--- config.mk ---
export PLATFORM = sky130hd
export DESIGN_NAME = rpn_alu_param
export DESIGN_NICKNAME = d
export VERILOG_FILES = /design/src/rtl/rpn_alu_param.sv
export SDC_FILE = /design/constraint.sdc
export NUM_CORES = 2
export LEC_CHECK = 0
export CAP_MARGIN = 20
export CELL_PAD_IN_SITES_DETAIL_PLACEMENT = 2
export CELL_PAD_IN_SITES_GLOBAL_PLACEMENT = 2
export CORE_MARGIN = 2
export CORE_UTILIZATION = 45
export DETAILED_ROUTE_END_ITERATION = 7
export PLACE_DENSITY = 0.81
export SYNTH_ARGS = -nofsm -noshare
export SYNTH_HDL_FRONTEND = slang
export SYNTH_SLANG_ARGS = --single-unit
--- constraint.sdc ---
create_clock -name clk -period 11.9 [get_ports clk]
set_input_delay 3.57 -clock clk [delete_from_list [all_inputs] [get_ports clk]]
set_output_delay 3.57 -clock clk [all_outputs]
set_load 0.02 [all_outputs]
--- src/rtl/rpn_alu_param.sv ---
// Reverse-Polish integer calculator: a 4-bit token stream drives a DEPTH-entry signed stack.
// Define RPN_ALU_SAT_EN to saturate arithmetic results instead of wrapping them.
module rpn_alu_param #(
  parameter int DATA_W = 32,
  parameter int DEPTH  = 16
) (
  input  logic                     clk,
  input  logic                     rst_n,
  input  logic [3:0]               i_data,
  input  logic                     i_valid,
  output logic                     o_ready,
  output logic [DATA_W-1:0]        o_result,
  output logic                     o_result_valid,
  output logic                     o_error,
  output logic [1:0]               o_err_code,
  output logic [$clog2(DEPTH):0]   o_depth
);

  localparam int AW = $clog2(DEPTH);
  localparam int PW = AW + 1;
  localparam int WW = 2 * DATA_W;
  localparam logic [PW-1:0] FULL = PW'(DEPTH);
  localparam logic [1:0] ERR_UNDER = 2'b01;
  localparam logic [1:0] ERR_STACK = 2'b10;
  localparam logic [1:0] ERR_ARITH = 2'b11;

  typedef enum logic [1:0] {IDLE, EXEC, WB} state_t;

  state_t              state, next_state;
  logic [DATA_W-1:0]   stack [DEPTH];
  logic [PW-1:0]       depth;
  logic                alive;
  logic [1:0]          op_q;
  logic [DATA_W-1:0]   res_q;
  logic                ovf_q;

  logic [AW-1:0]       top_idx, sec_idx, push_idx;
  logic                accept, is_digit, is_op, is_eq, is_clr;
  logic                empty, full;
  logic                push_en, pop_en, err_set, clr_en, op_start;
  logic [DATA_W-1:0]   push_data;
  logic [1:0]          err_code_n;
  logic signed [WW-1:0] a_w, b_w, wide;

  assign top_idx  = AW'(depth - PW'(1));
  assign sec_idx  = AW'(depth - PW'(2));
  assign push_idx = AW'(depth);

  assign o_ready  = alive && (state == IDLE);
  assign o_depth  = depth;
  assign accept   = i_valid && o_ready;
  assign is_digit = (i_data <= 4'd9);
  assign is_op    = (i_data == 4'hA) || (i_data == 4'hB) || (i_data == 4'hC);
  assign is_eq    = (i_data == 4'hD);
  assign is_clr   = (i_data == 4'hF);
  assign empty    = (depth == '0);
  assign full     = (depth == FULL);

  // Held low through reset and raised on the first edge after release.
  always_ff @(posedge clk or negedge rst_n) begin
    if (!rst_n) alive <= 1'b0;
    else        alive <= 1'b1;
  end

  always_ff @(posedge clk or negedge rst_n) begin
    if (!rst_n) state <= IDLE;
    else        state <= next_state;
  end

  always_comb begin
    next_state = state;
    push_en    = 1'b0;
    push_data  = stack[top_idx];
    pop_en     = 1'b0;
    err_set    = 1'b0;
    err_code_n = 2'b00;
    clr_en     = 1'b0;
    op_start   = 1'b0;
    case (state)
      IDLE: begin
        if (accept) begin
          if (is_clr) begin
            clr_en = 1'b1;
          end else if (!o_error) begin
            if (is_digit) begin
              if (full) begin
                err_set    = 1'b1;
                err_code_n = ERR_STACK;
              end else begin
                push_en   = 1'b1;
                push_data = DATA_W'(i_data);
              end
            end else if (is_op) begin
              if (depth < PW'(2)) begin
                err_set    = 1'b1;
                err_code_n = ERR_UNDER;
              end else begin
                op_start   = 1'b1;
                next_state = EXEC;
              end
            end else if (is_eq) begin
              if (empty) begin
                err_set    = 1'b1;
                err_code_n = ERR_UNDER;
              end else begin
                pop_en = 1'b1;
              end
            end else begin
              if (empty) begin
                err_set    = 1'b1;
                err_code_n = ERR_UNDER;
              end else if (full) begin
                err_set    = 1'b1;
                err_code_n = ERR_STACK;
              end else begin
                push_en = 1'b1;
              end
            end
          end
        end
      end
      EXEC: next_state = WB;
      WB: begin
        next_state = IDLE;
        if (ovf_q) begin
          err_set    = 1'b1;
          err_code_n = ERR_ARITH;
        end
      end
      default: next_state = IDLE;
    endcase
  end

  // Operands are sign-extended so the product of two DATA_W values always fits exactly.
  assign a_w = WW'($signed(stack[top_idx]));
  assign b_w = WW'($signed(stack[sec_idx]));

  always_comb begin
    case (op_q)
      2'b10:   wide = b_w + a_w;
      2'b11:   wide = b_w - a_w;
      default: wide = b_w * a_w;
    endcase
  end

`ifdef RPN_ALU_SAT_EN
  logic              ovf;
  logic [DATA_W-1:0] sat_val;
  assign ovf     = (wide[WW-1:DATA_W-1] != {(DATA_W+1){wide[DATA_W-1]}});
  assign sat_val = wide[WW-1] ? {1'b1, {(DATA_W-1){1'b0}}} : {1'b0, {(DATA_W-1){1'b1}}};
`else
  logic wide_unused;
  assign wide_unused = ^wide[WW-1:DATA_W];
`endif

  always_ff @(posedge clk or negedge rst_n) begin
    if (!rst_n) begin
      op_q  <= 2'b00;
      res_q <= '0;
      ovf_q <= 1'b0;
    end else begin
      if (op_start) op_q <= i_data[1:0];
      if (state == EXEC) begin
`ifdef RPN_ALU_SAT_EN
        res_q <= ovf ? sat_val : wide[DATA_W-1:0];
        ovf_q <= ovf;
`else
        res_q <= wide[DATA_W-1:0];
        ovf_q <= 1'b0;
`endif
      end
    end
  end

  // Stack storage needs no reset: every write is gated by state or an accepted token.
  always_ff @(posedge clk) begin
    if (push_en)           stack[push_idx] <= push_data;
    else if (state == WB)  stack[sec_idx]  <= res_q;
  end

  always_ff @(posedge clk or negedge rst_n) begin
    if (!rst_n) begin
      depth          <= '0;
      o_result       <= '0;
      o_result_valid <= 1'b0;
      o_error        <= 1'b0;
      o_err_code     <= 2'b00;
    end else begin
      o_result_valid <= pop_en;
      if (clr_en) begin
        depth      <= '0;
        o_error    <= 1'b0;
        o_err_code <= 2'b00;
      end else begin
        if (push_en)                       depth <= depth + PW'(1);
        else if (pop_en || state == WB)    depth <= depth - PW'(1);
        if (pop_en) o_result <= stack[top_idx];
        if (err_set && !o_error) begin
          o_error    <= 1'b1;
          o_err_code <= err_code_n;
        end
      end
    end
  end

endmodule

==> flow_summary.toml <==
[synthesis]
synth_compound_area_share_pct = 4.27
synthCells = 3711
synth_edf_count = 512
synth-seq-area-share_pct = 38.2
synth_top_family_by_area = "adder cells"
synthAdderAreaFrac_pct = 23.2
yosys_register_bits = 590
synth.cell_area_um2 = 45400
synth_cell_types = 75
yosysTopAreaCellShare_pct = 33.9
yosysTopAreaCell = "edfxtp_1"
yosys_warnings = 0
synthSimpleGateAreaFrac_pct = 9.28
synth.top_cells.by_area = "edfxtp_1 (34%), fa_1 (18%), mux4_2 (13%)"
syn_nets = 4316
syn_area_per_cell_um2 = 12.2
muxShareOfSynthArea_pct = 15.6
yosys_most_used_dff = "edfxtp_1"
synth-xor-area-share_pct = 3.14
async_flop_share_pct = 13.2

[clock_tree]
postCtsResizedCells = 0
cts_tree = "built"
clkTransAtPathRegs_ns = 0.06
cts_post_setup_buffers_inserted = 0
cts_hold_buf = 0
numCtsBuffers = 67
h-tree-depth = 3
cts_root_buf = "clkbuf_16"
clock_path_buffers = 3
cts_sinks = 590
clkLatencyLatePin_ns = 0.67

[timing]
whs_ns = 0.480
worst_pin_slew_ns = 1.10
slew_viol_final = 0
setup_slack_ns = 0.738
hold_viol_final = 0
period_share_pct = 93.8
skew_ns = 0.0493
rsz0062_at_grt = "no"
fmax_ghz = 0.0896
max-slew-margin-rel_pct = 26.6
setup_viol = 0
period_needed_ns = 11.16
tns_ns = 0

[setup_path]
worstPathRequired_ns = 12.45
slowest_delay_ns = 0.86
worstPathArrival_ns = 11.71
critical_path.most_common_cell = "fa_1"
setup.worst_path.end_class = "flop"
setup.worst_path.start = "o_depth[1]"
worstReg2RegStart = "o_depth[1]"
worstSetupPathType = "flop to flop"
crit_fanout = 49
cp-start-kind = "flop"
cp_slowest_cell = "ha_4"
reg2reg_depth = 33

[final_layout]
area_delta_synth_final_pct = 9.50
drive_above_1_share_pct = 15.6
ff_latch_area_um2 = 17300
multi_input_area_um2 = 25400
nNetsFinal = 4340
fill_cells = 9672
fin_area_um2 = 49700

[routing]
drt_iter0_drc = 3206
drc = 0
vias = 32123
dr.pass1.iters = 5
antenna_left = 0
viasPerCell = 6.31
routed_wl_mm = 170
wl_per_cell_um = 33.5

[floorplan]
core_area_um2 = 100000
ios = 49
dieArea_um2 = 103000
num_rows = 116
dieHeight_um = 322
start_util_pct = 45.4
die_x_um = 322

[grt]
grt_use_total_pct = 33.5
antenna_found_initial = 4
grt_overflow = 0
grt_max_degree = 115
grt_pass1_vias = 36069
grt_pass1_wl_mm = 250

[placed_design]
place_ws_ns = 0.847
placed_cell_area_um2 = 47500
hpwl_mm = 119
place.gp.congestion = 0.921
portBuffers = 48

[min_path]
hold_path.class = "flop to flop"
hp-start = "o_result[29]"
min_path_cells = 2

[flow_run]
max_cap_viol_count = 0

[outcome]
status = "complete, no violations"
-- kinds of logic after synthesis --
kind of cell               Yosys count
other                                1
and+or+nand+nor                   1011
DFF                                590
buffers and inverters              675
xor gates and xnor gates           155
muxes                              359
AOI/OAI and AO/OA                  322
adders and majority gates          598
-- registers in the layout, indices dropped and copies added, names as in the netlist --
signal          flops
alive               1
o_result_valid      1
state               2
o_depth             5
o_result           32
o_err_code          2
stack             512
res_q              32
o_error             1
op_q                2
-- Yosys cell counts (28+ instances only) --
master	n
o21ai_0	111
dfrtp_1	78
a21oi_1	85
nand3_1	47
nand2_1	387
ha_1	189
mux4_2	259
a21o_1	28
fa_1	409
xor2_1	40
mux2i_1	55
xnor2_1	109
inv_1	459
edfxtp_1	512
mux2_2	29
buf_2	32
clkbuf_1	107
nor2_1	436
nor2b_1	28
or2_2	29
-- placed cells by master (no fill, tap or decap), types with 10 or more instances in the layout --
cell type        count
edfxtp_1           512
inv_1              459
nor2_1             420
fa_1               409
nand2_1            386
mux4_2             259
ha_1               187
o21ai_0            108
xnor2_1            108
buf_4              104
a21oi_1             85
dfrtp_1             76
clkbuf_16           68
mux2i_1             55
nand3_1             47
clkdlybuf4s50_1     47
xor2_1              39
mux2_2              29
or2_2               29
a21o_1              28
nor2b_1             27
nand2b_1            19
and2_1              19
nor2_4              16
clkinv_1            15
nor3_1              15
clkinv_2            15
o21ai_1             14
a31oi_1             14
o21bai_1            13
mux4_1              11
clkbuf_1            10
-- metal layers --
| layer | wire [um] | vias to the layer above | track usage [%] |
|---|---|---|---|
| met5 | 0 | - | 0 |
| met4 | 8790 | 0 | 15.5 |
| met3 | 12800 | 485 | 6.20 |
| met2 | 84200 | 1638 | 56.8 |
| met1 | 64500 | 17279 | 41.7 |
| li1 | - | 12721 | - |
-- worst paths after layout --
check | endpoint | slack (ns)
min in group asynchronous | o_result[10] | 2.80
worst max-delay path | res_q[30] | 0.74
worst max register to register | res_q[30] | 0.74
worst min register to register | o_result[29] | 0.48
worst min-delay path | o_result[29] | 0.48
max in group asynchronous | o_depth[1] | 7.68
-- cell type report --
type / count / area share [%]
inverters: 475 / 3.59
flip-flops and latches: 590 / 34.9
multi-input cells: 2446 / 51.2
diodes: 1 / 0.00503
well taps: 1298 / 3.27
clock inverters: 43 / 0.926
repair buffers: 155 / 2.68
clock buffers: 79 / 3.53
-- through the flow --
| step | cells | util, % |
|---|---|---|
| 3_3_place_gp | 4961 | 47.5 |
| 5_1_grt | 5086 | 49.7 |
| 6_report | 5087 | 49.7 |
| 3_5_place_dp | 4961 | 47.5 |
| 2_1_floorplan | 3711 | - |
| 4_1_cts | 5083 | 49.7 |
-- critical path: cells and delay by family (launching register included) --
| kind | cells | cell delay, ns |
|---|---|---|
| buf+inv | 6 | 1.13 |
| simple gates | 1 | 0.12 |
| mux | 3 | 1.31 |
| xor+xnor | 1 | 0.18 |
| fa+ha+maj | 10 | 4.68 |
| flops | 1 | 0.71 |
| compound gates | 12 | 2.76 |
Power is left out: the tool's default activity adds up to more than one toggle a clock period on the data nets, which glitch-free logic cannot reach.
